**src/rtl/encoder_pl.sv**
```systemverilog
// ============================================================================
// Module   : encoder_pl
// Brief    : Systematic (19,8) linear block encoder with a valid/ready input,
//            a DEPTH-entry output FIFO and an accepted-word counter.
//            Optional macro ERR_INJECT_EN enables single-bit error injection.
// Revision : 1.0 - initial release
// ============================================================================
`default_nettype none

module encoder_pl #(
    parameter int DEPTH = 2,
    parameter int CNT_W = 16
) (
    input  logic             clk,
    input  logic             rst,
    input  logic [7:0]       d,
    input  logic             in_valid,
    output logic             in_ready,
    output logic [18:0]      cx,
    output logic             out_valid,
    input  logic             out_ready,
    output logic [CNT_W-1:0] word_cnt,
    input  logic             inj_en,
    input  logic [4:0]       inj_idx
);

    localparam int           AW     = $clog2(DEPTH);
    localparam logic [AW:0]  c_FULL = (AW+1)'(DEPTH);

    logic [18:0]      r_mem [DEPTH];
    logic [AW-1:0]    r_wptr;
    logic [AW-1:0]    r_rptr;
    logic [AW:0]      r_count;
    logic [CNT_W-1:0] r_word_cnt;

    logic [10:0]      w_parity;
    logic [18:0]      w_clean;
    logic [18:0]      w_code;
    logic             w_push;
    logic             w_pop;

    always_comb begin
        w_parity[0]  = d[1] ^ d[3] ^ d[4] ^ d[5] ^ d[6] ^ d[7];
        w_parity[1]  = d[2] ^ d[3] ^ d[5];
        w_parity[2]  = d[0] ^ d[1] ^ d[3];
        w_parity[3]  = d[3] ^ d[7];
        w_parity[4]  = d[0] ^ d[1] ^ d[4] ^ d[6];
        w_parity[5]  = d[0] ^ d[1] ^ d[2] ^ d[4] ^ d[7];
        w_parity[6]  = d[2] ^ d[3] ^ d[5];
        w_parity[7]  = d[0] ^ d[2] ^ d[3];
        w_parity[8]  = d[0] ^ d[1] ^ d[3] ^ d[7];
        w_parity[9]  = d[1] ^ d[4] ^ d[6] ^ d[7];
        w_parity[10] = d[0] ^ d[2] ^ d[3] ^ d[4] ^ d[5];
    end

    assign w_clean = {d, w_parity};

`ifdef ERR_INJECT_EN
    // Out-of-range indices leave the codeword untouched.
    always_comb begin
        w_code = w_clean;
        if (inj_en && (inj_idx < 5'd19)) begin
            w_code = w_clean ^ (19'd1 << inj_idx);
        end
    end
`else
    logic w_unused_inj;
    assign w_unused_inj = ^{inj_en, inj_idx};
    assign w_code       = w_clean;
`endif

    // Ready depends only on stored occupancy, never on out_ready.
    assign in_ready  = (r_count != c_FULL);
    assign out_valid = (r_count != '0);
    assign cx        = r_mem[r_rptr];
    assign word_cnt  = r_word_cnt;

    assign w_push = in_valid & in_ready;
    assign w_pop  = out_valid & out_ready;

    always_ff @(posedge clk) begin
        if (rst) begin
            r_wptr     <= '0;
            r_rptr     <= '0;
            r_count    <= '0;
            r_word_cnt <= '0;
            for (int i = 0; i < DEPTH; i++) begin
                r_mem[i] <= '0;
            end
        end else begin
            if (w_push) begin
                r_mem[r_wptr] <= w_code;
                r_wptr        <= r_wptr + 1'b1;
                r_word_cnt    <= r_word_cnt + 1'b1;
            end
            if (w_pop) begin
                r_rptr <= r_rptr + 1'b1;
            end
            case ({w_push, w_pop})
                2'b10:   r_count <= r_count + 1'b1;
                2'b01:   r_count <= r_count - 1'b1;
                default: r_count <= r_count;
            endcase
        end
    end

endmodule

`default_nettype wire
```
**config.mk**
```make
export PLATFORM = sky130hd
export DESIGN_NAME = encoder_pl
export DESIGN_NICKNAME = d
export VERILOG_FILES = /design/src/rtl/encoder_pl.sv
export SDC_FILE = /design/constraint.sdc
export NUM_CORES = 1
export LEC_CHECK = 0
export CAP_MARGIN = 20
export CORE_UTILIZATION = 35
export DETAILED_ROUTE_END_ITERATION = 12
export PLACE_DENSITY = 0.64
export SLEW_MARGIN = 30
export SYNTH_ARGS = -nofsm -noshare
export SYNTH_HDL_FRONTEND = slang
export SYNTH_SLANG_ARGS = --single-unit
```
**constraint.sdc**
```tcl
create_clock -name clk -period 4.8 [get_ports clk]
set_input_delay 1.44 -clock clk [delete_from_list [all_inputs] [get_ports clk]]
set_output_delay 1.44 -clock clk [all_outputs]
set_load 0.05 [all_outputs]
```
==> results of run 1 <==
synthesized netlist by cell type, types with 2 or more instances:
cell / count
edfxtp_1: 36
nor2_1: 32
dfxtp_1: 21
and2_1: 18
mux2_2: 18
xnor2_1: 16
xor2_1: 13
a21oi_1: 9
or3_1: 9
o21ai_0: 8
nand3_1: 6
clkbuf_1: 5
nand4_1: 5
nand2_1: 3
and3_2: 2
and4_2: 2
buf_2: 2
buf_4: 2
ha_1: 2
nand4_4: 2
how the worst max path moves through the flow:
| stage | to | slack [ns] | depth (start not counted) |
|---|---|---|---|
| finish | cx[18] | 1.01 | 2 |
| global route | cx[18] | 0.89 | 2 |
| CTS | cx[1] | 0.96 | 2 |
| detailed placement | r_mem[1][16] | 1.13 | 4 |
| global placement | r_mem[1][17] | 1.14 | 4 |
| floorplan | r_mem[0][0] | 1.96 | 2 |
sequential cells by signal, summed over array words and instances, names as in the netlist, named ones only:
| name | count |
|---|---|
| r_mem | 36 |
| word_cnt | 16 |
| r_count | 2 |
| r_rptr | 1 |
| r_wptr | 1 |
routing by layer:
layer  vias to the layer above  GRT usage (%)
met4                         0          4.185
met3                         2          6.648
met1                       859          17.29
met5                         -              0
met2                        55          24.29
li1                        887              -
stage by stage:
stage | hold WS [ns] | util [%] | setup WS, ns | instances | power (mW)
after floorplan | 0.4811 | - | 1.957 | 223 | 1.149
after global placement | 0.4764 | 44.15 | 1.143 | 363 | 1.323
after detailed placement | 0.4770 | 44.15 | 1.128 | 363 | 1.331
after CTS | 0.4892 | 46.43 | 0.9649 | 379 | 1.715
after global routing | 0.5120 | 46.43 | 0.8896 | 379 | 1.781
final | 0.4888 | 46.43 | 1.014 | 379 | 1.696
worst max-delay path, cell delays in order, from the launching register on:
cell and delay [ns]:
dfxtp_1 0.89, mux2_2 0.43, clkdlybuf4s50_1 0.70
kinds of logic (layout without fill, tap and decap cells):
logic type,count (synthesis),after routing,share of synthesized area [%]
adder cells (fa/ha/maj),2,2,0.9419
AO/OA/AOI/OAI,18,18,3.486
flip-flops,57,57,56.52
buffers and inverters,11,68,2.543
XOR/XNOR,29,29,9.562
AND/OR/NAND/NOR,88,88,19.31
multiplexers,18,18,7.631
cell type report:
cell class                      instances  area [um^2]
Fill cell                             698         3906
Sequential cell                        57         1501
Multi-Input combinational cell        155         1087
Timing Repair Buffer                   51        503.0
Clock buffer                           12        145.1
Tap cell                               99        123.9
Clock inverter                          4        21.27
Inverter                                1        3.754
report_power, final:
part	leakage [nW]	total (mW)	switching, mW	internal (mW)
combinational	0.563	0.660	0.411	0.249
clock	0.0838	0.380	0.182	0.198
sequential	0.552	0.656	0.0547	0.601
total	1.20	1.70	0.648	1.05
==> metrics.md, run 1 <==
| Metric | Value |
|---|---|
| Status | completed |
| I/O pin total | 55 |
| Initial antenna violation count | 0 |
| Final hold viol count | 0 |
| Hold depth | 2 |
| Synth area leader | edfxtp_1 |
| Wire length on met2 | 2.540 mm |
| Mapped cell area | 2656 um^2 |
| Worst Tran Pin Value | 0.8758 ns |
| M1 WL | 2.327 mm |
| Worst Clk Skew | 0.01230 ns |
| Largest net degree at the start of global routing | 28 |
| Post-synthesis cell type count | 32 |
| Max Slew Vio Count | 0 |
| Fin crit share | roughly four fifths |
| Final net count | slightly below 300 |
| Setup crit end kind | primary output |
| Crit Path Max Fanout | 18 |
| Worst Hold End | word_cnt[15] |
| Post-layout minimum cycle time | around 3.8 ns |
| Worst-path clk slew | 0.06 ns |
| Clk_lat worst skew | around 0.33 ns |
| Vias per cell | around 4.8 |
| Mapped Cells | 223 |
| Die height | between 80 and 90 um |
| Pleak | 1.199 nW |
| Peak Freq | between 200 and 300 MHz |
| Clk buf depth | 2 |
| Seq/Total Area, Yosys | 56.52% |
| Detailed Place HPWL | approximately 3.4 mm |
| RR Startpoint | r_count[0] |
| RSZ-0062 raised after global routing | false |
| CTS sink count | 57 |
| Total Routing Usage GR | 14.70% |
| Post CTS Setup Buffer Count | 0 |
| Chip width | 89.12 um |
| Met3 routed WL | approximately 320 um |
| Crit Path Class | flop to primary output |
| Slew HR | 41.53% |
| Synthesis-stage register bit count | 57 |
| Reg-to-reg critical path endpoint | r_mem[1][4] |
| CTS root buf | clkbuf_8 |
| Final setup vio count | 0 |
| CTS resizes | 0 |
| Most frequent cells in the layout | 48 x clkdlybuf4s50_1, 36 x edfxtp_1, 32 x nor2_1, 21 x dfxtp_1 |
| Worst EP required | ~3.4 ns |
| Area growth, synth to finish | 27.46% |
| Hold Buf Count CTS | 0 |
| First-pass GRT wire length | 8.507 mm |
| IO Port Bufs | between 40 and 50 |
| Setup crit start kind | flop |
| Peak supply drop | ~0.00031 V |
| Net Count, Synth | approximately 240 |
| First drt pass iteration count | 4 |
| Gpl congestion | between 0.6 and 0.7 |
| Routed vias | approximately 1,800 |
| R2R Setup Slk | between 2 and 3 ns |
| Drt wl/cell | roughly 14 um |
| Core area | between 7000 and 8000 um^2 |
| Residual DRC count | 0 |
| Number of max-cap violations | 0 |
| Yosys top cell area share | between 40% and 50% |
| Max Used Layer | met4 |
| # diodes | 0 |
| Final design instance area without fill | roughly 3400 um^2 |
| Drt total wl | 5.209 mm |
| Total global routing overflow | 0 |
| Yosys warns | 0 |
| TNS Setup | 0 ns |
| Commonest non-fill, non-tap cell in the layout | clkdlybuf4s50_1 |
| # rows | 31 |
| Placement-stage cell area | ~3200 um^2 |
| Post-route ant nets | 0 |
| Top FF cell, synth | edfxtp_1 |
| Hold_sp | word_cnt[15] |
| DIE AREA | between 7000 and 8000 um^2 |
| R2R cell count | 4 |
| CTS Buf Count | 9 |
| Number of global-route vias before repair | between 1,500 and 2,000 |
| Post-synth EDFFs | 36 |
| H-tree depth | 3 |
| Hold Path Class | flop to flop |
| Pwr per Cell Area | ~500 nW/um^2 |
| Async SR Flop Fraction | 0% |
| CTS tree | built |
| Synth area leaders | edfxtp_1 41%, dfxtp_1 16%, mux2_2 7.6%, xnor2_1 5.3%, nor2_1 4.5% |
| Initial drt markers | between 80 and 90 |
| Initial Util | 36.43% |
| Critical path data arrival time | 2.35 ns |
| Avg Inst Size Synth | around 12 um^2 |
| Layout cells sized above 1 | 15.71% |
(Power assumes the default switching activity.)
==> run 2, diff against run 1 <==
==> constraint.sdc (replaced) <==
create_clock -name clk -period 3.9 [get_ports clk]
set_input_delay 1.17 -clock clk [delete_from_list [all_inputs] [get_ports clk]]
set_output_delay 1.17 -clock clk [all_outputs]
set_load 0.05 [all_outputs]
==> run 2 against run 1 <==
Net effect:
- die area did not move
- clock power rose by 14%
- core utilization rose by 0.21 points
- setup slack got worse by 0.27 ns
- register-to-register slack got worse by 0.71 ns
- combinational power rose by 28%
- cell count rose by 0.79%
- sequential power rose by 19%
- via count fell by 0.83%
- global-route usage fell by 0.46 points
- largest cell class unchanged
- highest routed layer unchanged
==> metrics.md, run 2 (synthesis results as in run 1) <==
| Metric | Value |
|---|---|
| CTS resizes | 0 |
| Post-route ant nets | 0 |
| Critical path data arrival time | a little under 2 ns |
| R2R Setup Slk | roughly 2.1 ns |
| Biggest register | r_mem |
| Total global routing overflow | 0 |
| H-tree depth | 3 |
| Worst-path clk slew | 0.06 ns |
| Setup crit start kind | flop |
| Hold Buf Count CTS | 0 |
| Final net count | about 300 |
| Final setup vio count | 0 |
| Crit Path Max Fanout | 18 |
| First drt pass iteration count | 6 |
| Total Routing Usage GR | 14.24% |
| Vias per cell | ~4.7 |
| Drt wl/cell | roughly 13 um |
| Layout cells sized above 1 | ~16% |
| Pleak | ~1.2 nW |
| Peak Freq | roughly 320 MHz |
| Post-layout minimum cycle time | 3.152 ns |
| Final hold viol count | 0 |
| Slew HR | around 66% |
| Residual DRC count | 0 |
| Slowest cell on crit path | clkdlybuf4s50_1 |
| DIE AREA | between 7000 and 8000 um^2 |
| Slowest stage delay, CP | ~0.70 ns |
| Setup crit end kind | primary output |
| Inst Count DP | roughly 370 |
| Drt total wl | slightly above 5 mm |
| Clk buf depth | 2 |
| Hold Path Class | flop to flop |
| Core area | ~7300 um^2 |
| # fillers | between 700 and 800 |
| TNS Setup | 0 ns |
| Initial antenna violation count | 0 |
| Placement-stage cell area | 3249 um^2 |
| Worst EP required | between 2 and 3 ns |
| Status | completed |
| Routed vias | 1,788 |
| IO Port Bufs | 48 |
| Chip width | between 80 and 90 um |
| Peak supply drop | around 0.00041 V |
| CTS root buf | clkbuf_8 |
| # diodes | 0 |
| M3 GR Usage | under 10% |
| Largest net degree at the start of global routing | 19 |
| Number of global-route vias before repair | 1,768 |
| Max FFs per register | 36 |
| Number of max-cap violations | 0 |
| Critical Path, Cell by Cell | buf_4, mux2_2, clkdlybuf4s50_1 |
| RR Startpoint | r_count[1] |
| Worst Hold End | word_cnt[15] |
| Gpl congestion | around 0.72 |
| Crit Path Class | flop to primary output |
| I/O pin total | 55 |
| Pre-CTS setup slack | 0.8945 ns |
| CTS tree | built |
| Final worst slack | about 0.75 ns |
| Commonest non-fill, non-tap cell in the layout | clkdlybuf4s50_1 |
| CTS sink count | 57 |
| Hold_sp | word_cnt[15] |
| Pwr per Cell Area | a little over 600 nW/um^2 |
| Grt met2 use | roughly a quarter |
| Max Slew Vio Count | 0 |
| Die height | 89.12 um |
| Post CTS Setup Buffer Count | 0 |
| Clk_lat worst skew | around 0.33 ns |
| Initial drt markers | 59 |
| Initial Util | between 30 and 40% |
| RSZ-0062 raised after global routing | false |
| R2R cell count | 5 |
| Hold depth | 2 |
| GR peak layer | met2 |
| Worst Clk Skew | 0.005986 ns |
| Detailed Place HPWL | 3.297 mm |
| First-pass GRT wire length | 8.217 mm |
| Final design instance area without fill | between 3000 and 4000 um^2 |
| Reg-to-reg critical path endpoint | r_count[1] |
| Worst Tran Pin Value | a little over 0.5 ns |
| Most frequent cells in the layout | 48 x clkdlybuf4s50_1, 36 x edfxtp_1, 32 x nor2_1, 21 x dfxtp_1 |
| Global-route track usage on met1 | 14.77% |
| Area growth, synth to finish | 28.03% |
| CTS Buf Count | 9 |
| Fin crit share | about four fifths |
| Post-Layout Cell Count | ~380 |
| # rows | 31 |
-- run 2: per-stage QoR --
stage	hold WS (ns)	power [mW]	utilization, %
after floorplan	0.4811	1.414	-
after global placement	0.4738	1.637	44.56
after detailed placement	0.4769	1.643	44.56
after CTS	0.4898	2.088	46.64
after global routing	0.5241	2.168	46.64
final	0.4897	2.061	46.64
-- run 2: how the worst max path moves through the flow --
stage / slack [ns] / to / from
after floorplan: 1.33 / r_mem[0][0] / in_valid
after global placement: 0.93 / r_mem[1][16] / rst
after detailed placement: 0.89 / r_mem[1][1] / rst
after CTS: 0.71 / cx[4] / flop
after global routing: 0.66 / cx[12] / flop
final: 0.75 / cx[12] / flop
-- run 2: critical path: cells and delay by family (launching register included) --
| kind | cells | cell delay, ns |
|---|---|---|
| buffers and inverters | 2 | 0.96 |
| muxes | 1 | 0.39 |
| DFF | 1 | 0.30 |
-- run 2: where the power goes --
part,internal (mW),switching (mW)
sequential,0.740,0.0385
clock,0.219,0.217
combinational,0.315,0.532
-- run 2: layout make-up --
type / count / area, um^2 / area share, %
Clock buffer: 10 / 127.6 / 3.753
Clock inverter: 5 / 23.77 / 0.6990
Inverter: 1 / 3.754 / 0.1104
Multi-Input combinational cell: 155 / 1087 / 31.97
Sequential cell: 57 / 1501 / 44.15
Tap cell: 99 / 123.9 / 3.642
Timing Repair Buffer: 55 / 533.0 / 15.67
-- run 2: per-layer routing --
layer	up-vias	share of wire (%)
met5	-	0
met1	844	43
li1	897	-
met2	44	51
met4	0	0.26
met3	3	5.5
==> run 3, diff against run 2 <==
--- a/config.mk
+++ b/config.mk
@@ -8,7 +8,7 @@
 export CAP_MARGIN = 20
 export CORE_UTILIZATION = 35
 export DETAILED_ROUTE_END_ITERATION = 12
-export PLACE_DENSITY = 0.64
+export PLACE_DENSITY = 0.66
 export SLEW_MARGIN = 30
 export SYNTH_ARGS = -nofsm -noshare
 export SYNTH_HDL_FRONTEND = slang
==> constraint.sdc (replaced) <==
create_clock -name clk -period 2.85 [get_ports clk]
set_input_delay 0.855 -clock clk [delete_from_list [all_inputs] [get_ports clk]]
set_output_delay 0.855 -clock clk [all_outputs]
set_load 0.05 [all_outputs]
==> run 3 against run 2 <==
Net effect:
- die area did not move
- sequential power grew 36%
- power grew 45%
- critical path depth shrank 1
- cell count rose by 0.52%
- combinational power is 33% higher
- clock skew about the same
- register-to-register slack got worse by 1.0 ns
- setup slack lost 0.57 ns
- wire length grew 2.4%
- largest power group unchanged
==> metrics.md, run 3 (synthesis results as in run 1) <==
| Metric | Value |
|---|---|
| Chip width | around 89 um |
| Worst Tran Pin Value | around 0.51 ns |
| CTS root buf | clkbuf_8 |
| Residual DRC count | 0 |
| # diodes | 0 |
| R2R cell count | 5 |
| Initial drt markers | 75 |
| Number of max-cap violations | 0 |
| Total Routing Usage GR | between 10 and 15% |
| TNS Setup | 0 ns |
| H-tree depth | 3 |
| Initial Util | roughly 36% |
| Crit Path Max Fanout | 12 |
| I/O pin total | 55 |
| Drt wl/cell | roughly 13 um |
| Detailed Place HPWL | around 3.4 mm |
| CTS sink count | 57 |
| Total chip power | about 3.0 mW |
| Total global routing overflow | 0 |
| RSZ-0062 raised after global routing | false |
| Final setup vio count | 0 |
| Worst EP required | about 2 ns |
| Hold_sp | word_cnt[15] |
| Worst Hold End | word_cnt[15] |
| Final net count | between 300 and 400 |
| Largest net degree at the start of global routing | 19 |
| Clk_lat worst skew | between 0.3 and 0.4 ns |
| Core area | ~7300 um^2 |
| RR Startpoint | r_count[1] |
| Vias per cell | 4.818 |
| Final worst slack | around 0.18 ns |
| Gpl congestion | about 0.70 |
| CTS resizes | 0 |
| Final design instance area without fill | around 3400 um^2 |
| Max Slew Vio Count | 0 |
| WHS | 0.4908 ns |
| Drt total wl | ~5.2 mm |
| Setup crit end kind | primary output |
| Hold depth | 2 |
| R2R Setup Slk | roughly 1.1 ns |
| Peak Freq | around 370 MHz |
| Most frequent cells in the layout | 36 x edfxtp_1, 32 x nor2_1, 29 x clkdlybuf4s50_1, 28 x buf_4, 21 x dfxtp_1 |
| Post-layout minimum cycle time | between 2 and 3 ns |
| Pleak | ~1.3 nW |
| Hold Buf Count CTS | 0 |
| Fin crit share | a little over nine tenths |
| Clk buf depth | 2 |
| Peak supply drop | between 0.0004 and 0.0005 V |
| Setup crit start kind | flop |
| Initial antenna violation count | 0 |
| Post CTS Setup Buffer Count | 0 |
| First-pass GRT wire length | between 8 and 9 mm |
| DIE AREA | 7941 um^2 |
| Biggest register | r_mem |
| Slew HR | between 60% and 70% |
| Layout cells sized above 1 | 24.91% |
| Final hold viol count | 0 |
| Pre-CTS setup slack | 0.2606 ns |
| Post-route ant nets | 0 |
| Routed vias | around 1,900 |
| Area growth, synth to finish | 28.92% |
| # rows | 31 |
| Die height | 89.12 um |
| CTS tree | built |
| Reg-to-reg critical path endpoint | r_count[1] |
| Worst-path clk slew | roughly 0.060 ns |
| Hold Path Class | flop to flop |
| IO Port Bufs | 48 |
| Critical path data arrival time | 1.82 ns |
| Pwr per Cell Area | between 800 and 900 nW/um^2 |
| Max FFs per register | 36 |
| Placement-stage cell area | between 3000 and 4000 um^2 |
| Worst Clk Skew | 0.005944 ns |
| CTS Buf Count | 9 |
| Commonest non-fill, non-tap cell in the layout | edfxtp_1 |
| Status | completed |
| # fillers | slightly above 700 |
| Crit Path Class | flop to primary output |
| Number of global-route vias before repair | around 1,800 |
| First drt pass iteration count | 4 |
==> run 3: cell types whose count changed in the layout (fill, tap and decap cells not counted), sizes merged <==
cell,previous run,this run
clkinvlp,1,0
bufinv,0,2
clkbuf,10,9
buf,7,28
clkdlybuf4s50,48,29
==> run 3: per-stage QoR <==
step | cells | utilization [%]
finish | 384 | 46.96
global route | 384 | 46.96
CTS | 384 | 46.96
floorplan | 223 | -
detailed placement | 369 | 44.11
global placement | 369 | 44.11
==> run 3: where the power goes <==
group / leakage [nW] / total, mW / internal [mW] / switching [mW]
Clock: 0.109 / 0.797 / 0.483 / 0.314
Sequential: 0.552 / 1.06 / 1.01 / 0.0523
Combinational: 0.619 / 1.13 / 0.399 / 0.730
Total: 1.28 / 2.99 / 1.90 / 1.10
==> run 3: critical path: stages, from the launching register on <==
cell             delay (ns)
dfxtp_1                0.39
nand2b_4               0.26
clkdlybuf4s50_1        0.84
==> run 3: area by class of cell <==
class	instances	area, um^2	area share (%)
inverter	1	3.754	0.1096
clock inverter	6	83.83	2.448
multi-input combinational	155	1087	31.75
sequential	57	1501	43.84
clock buffer	9	123.9	3.617
timing repair buffer	57	500.5	14.61
tap	99	123.9	3.617
==> run 3: metal layers <==
layer  up-vias  global-route usage (%)  wire length [um]
met5         -                       0                 0
met1       890                   15.78              2225
met4         0                   4.762                66
met3         8                   7.202               365
li1        902                       -                 -
met2        50                   24.29              2498
==> run 3: worst max-delay path by stage <==
stage | start | to | depth (start not counted)
floorplan | in_valid | r_mem[0][0] | 2
global placement | d[3] | r_mem[0][10] | 5
detailed placement | d[3] | r_mem[0][10] | 5
CTS | r_count[0] | in_ready | 2
global route | r_count[0] | in_ready | 2
finish | r_count[0] | in_ready | 2
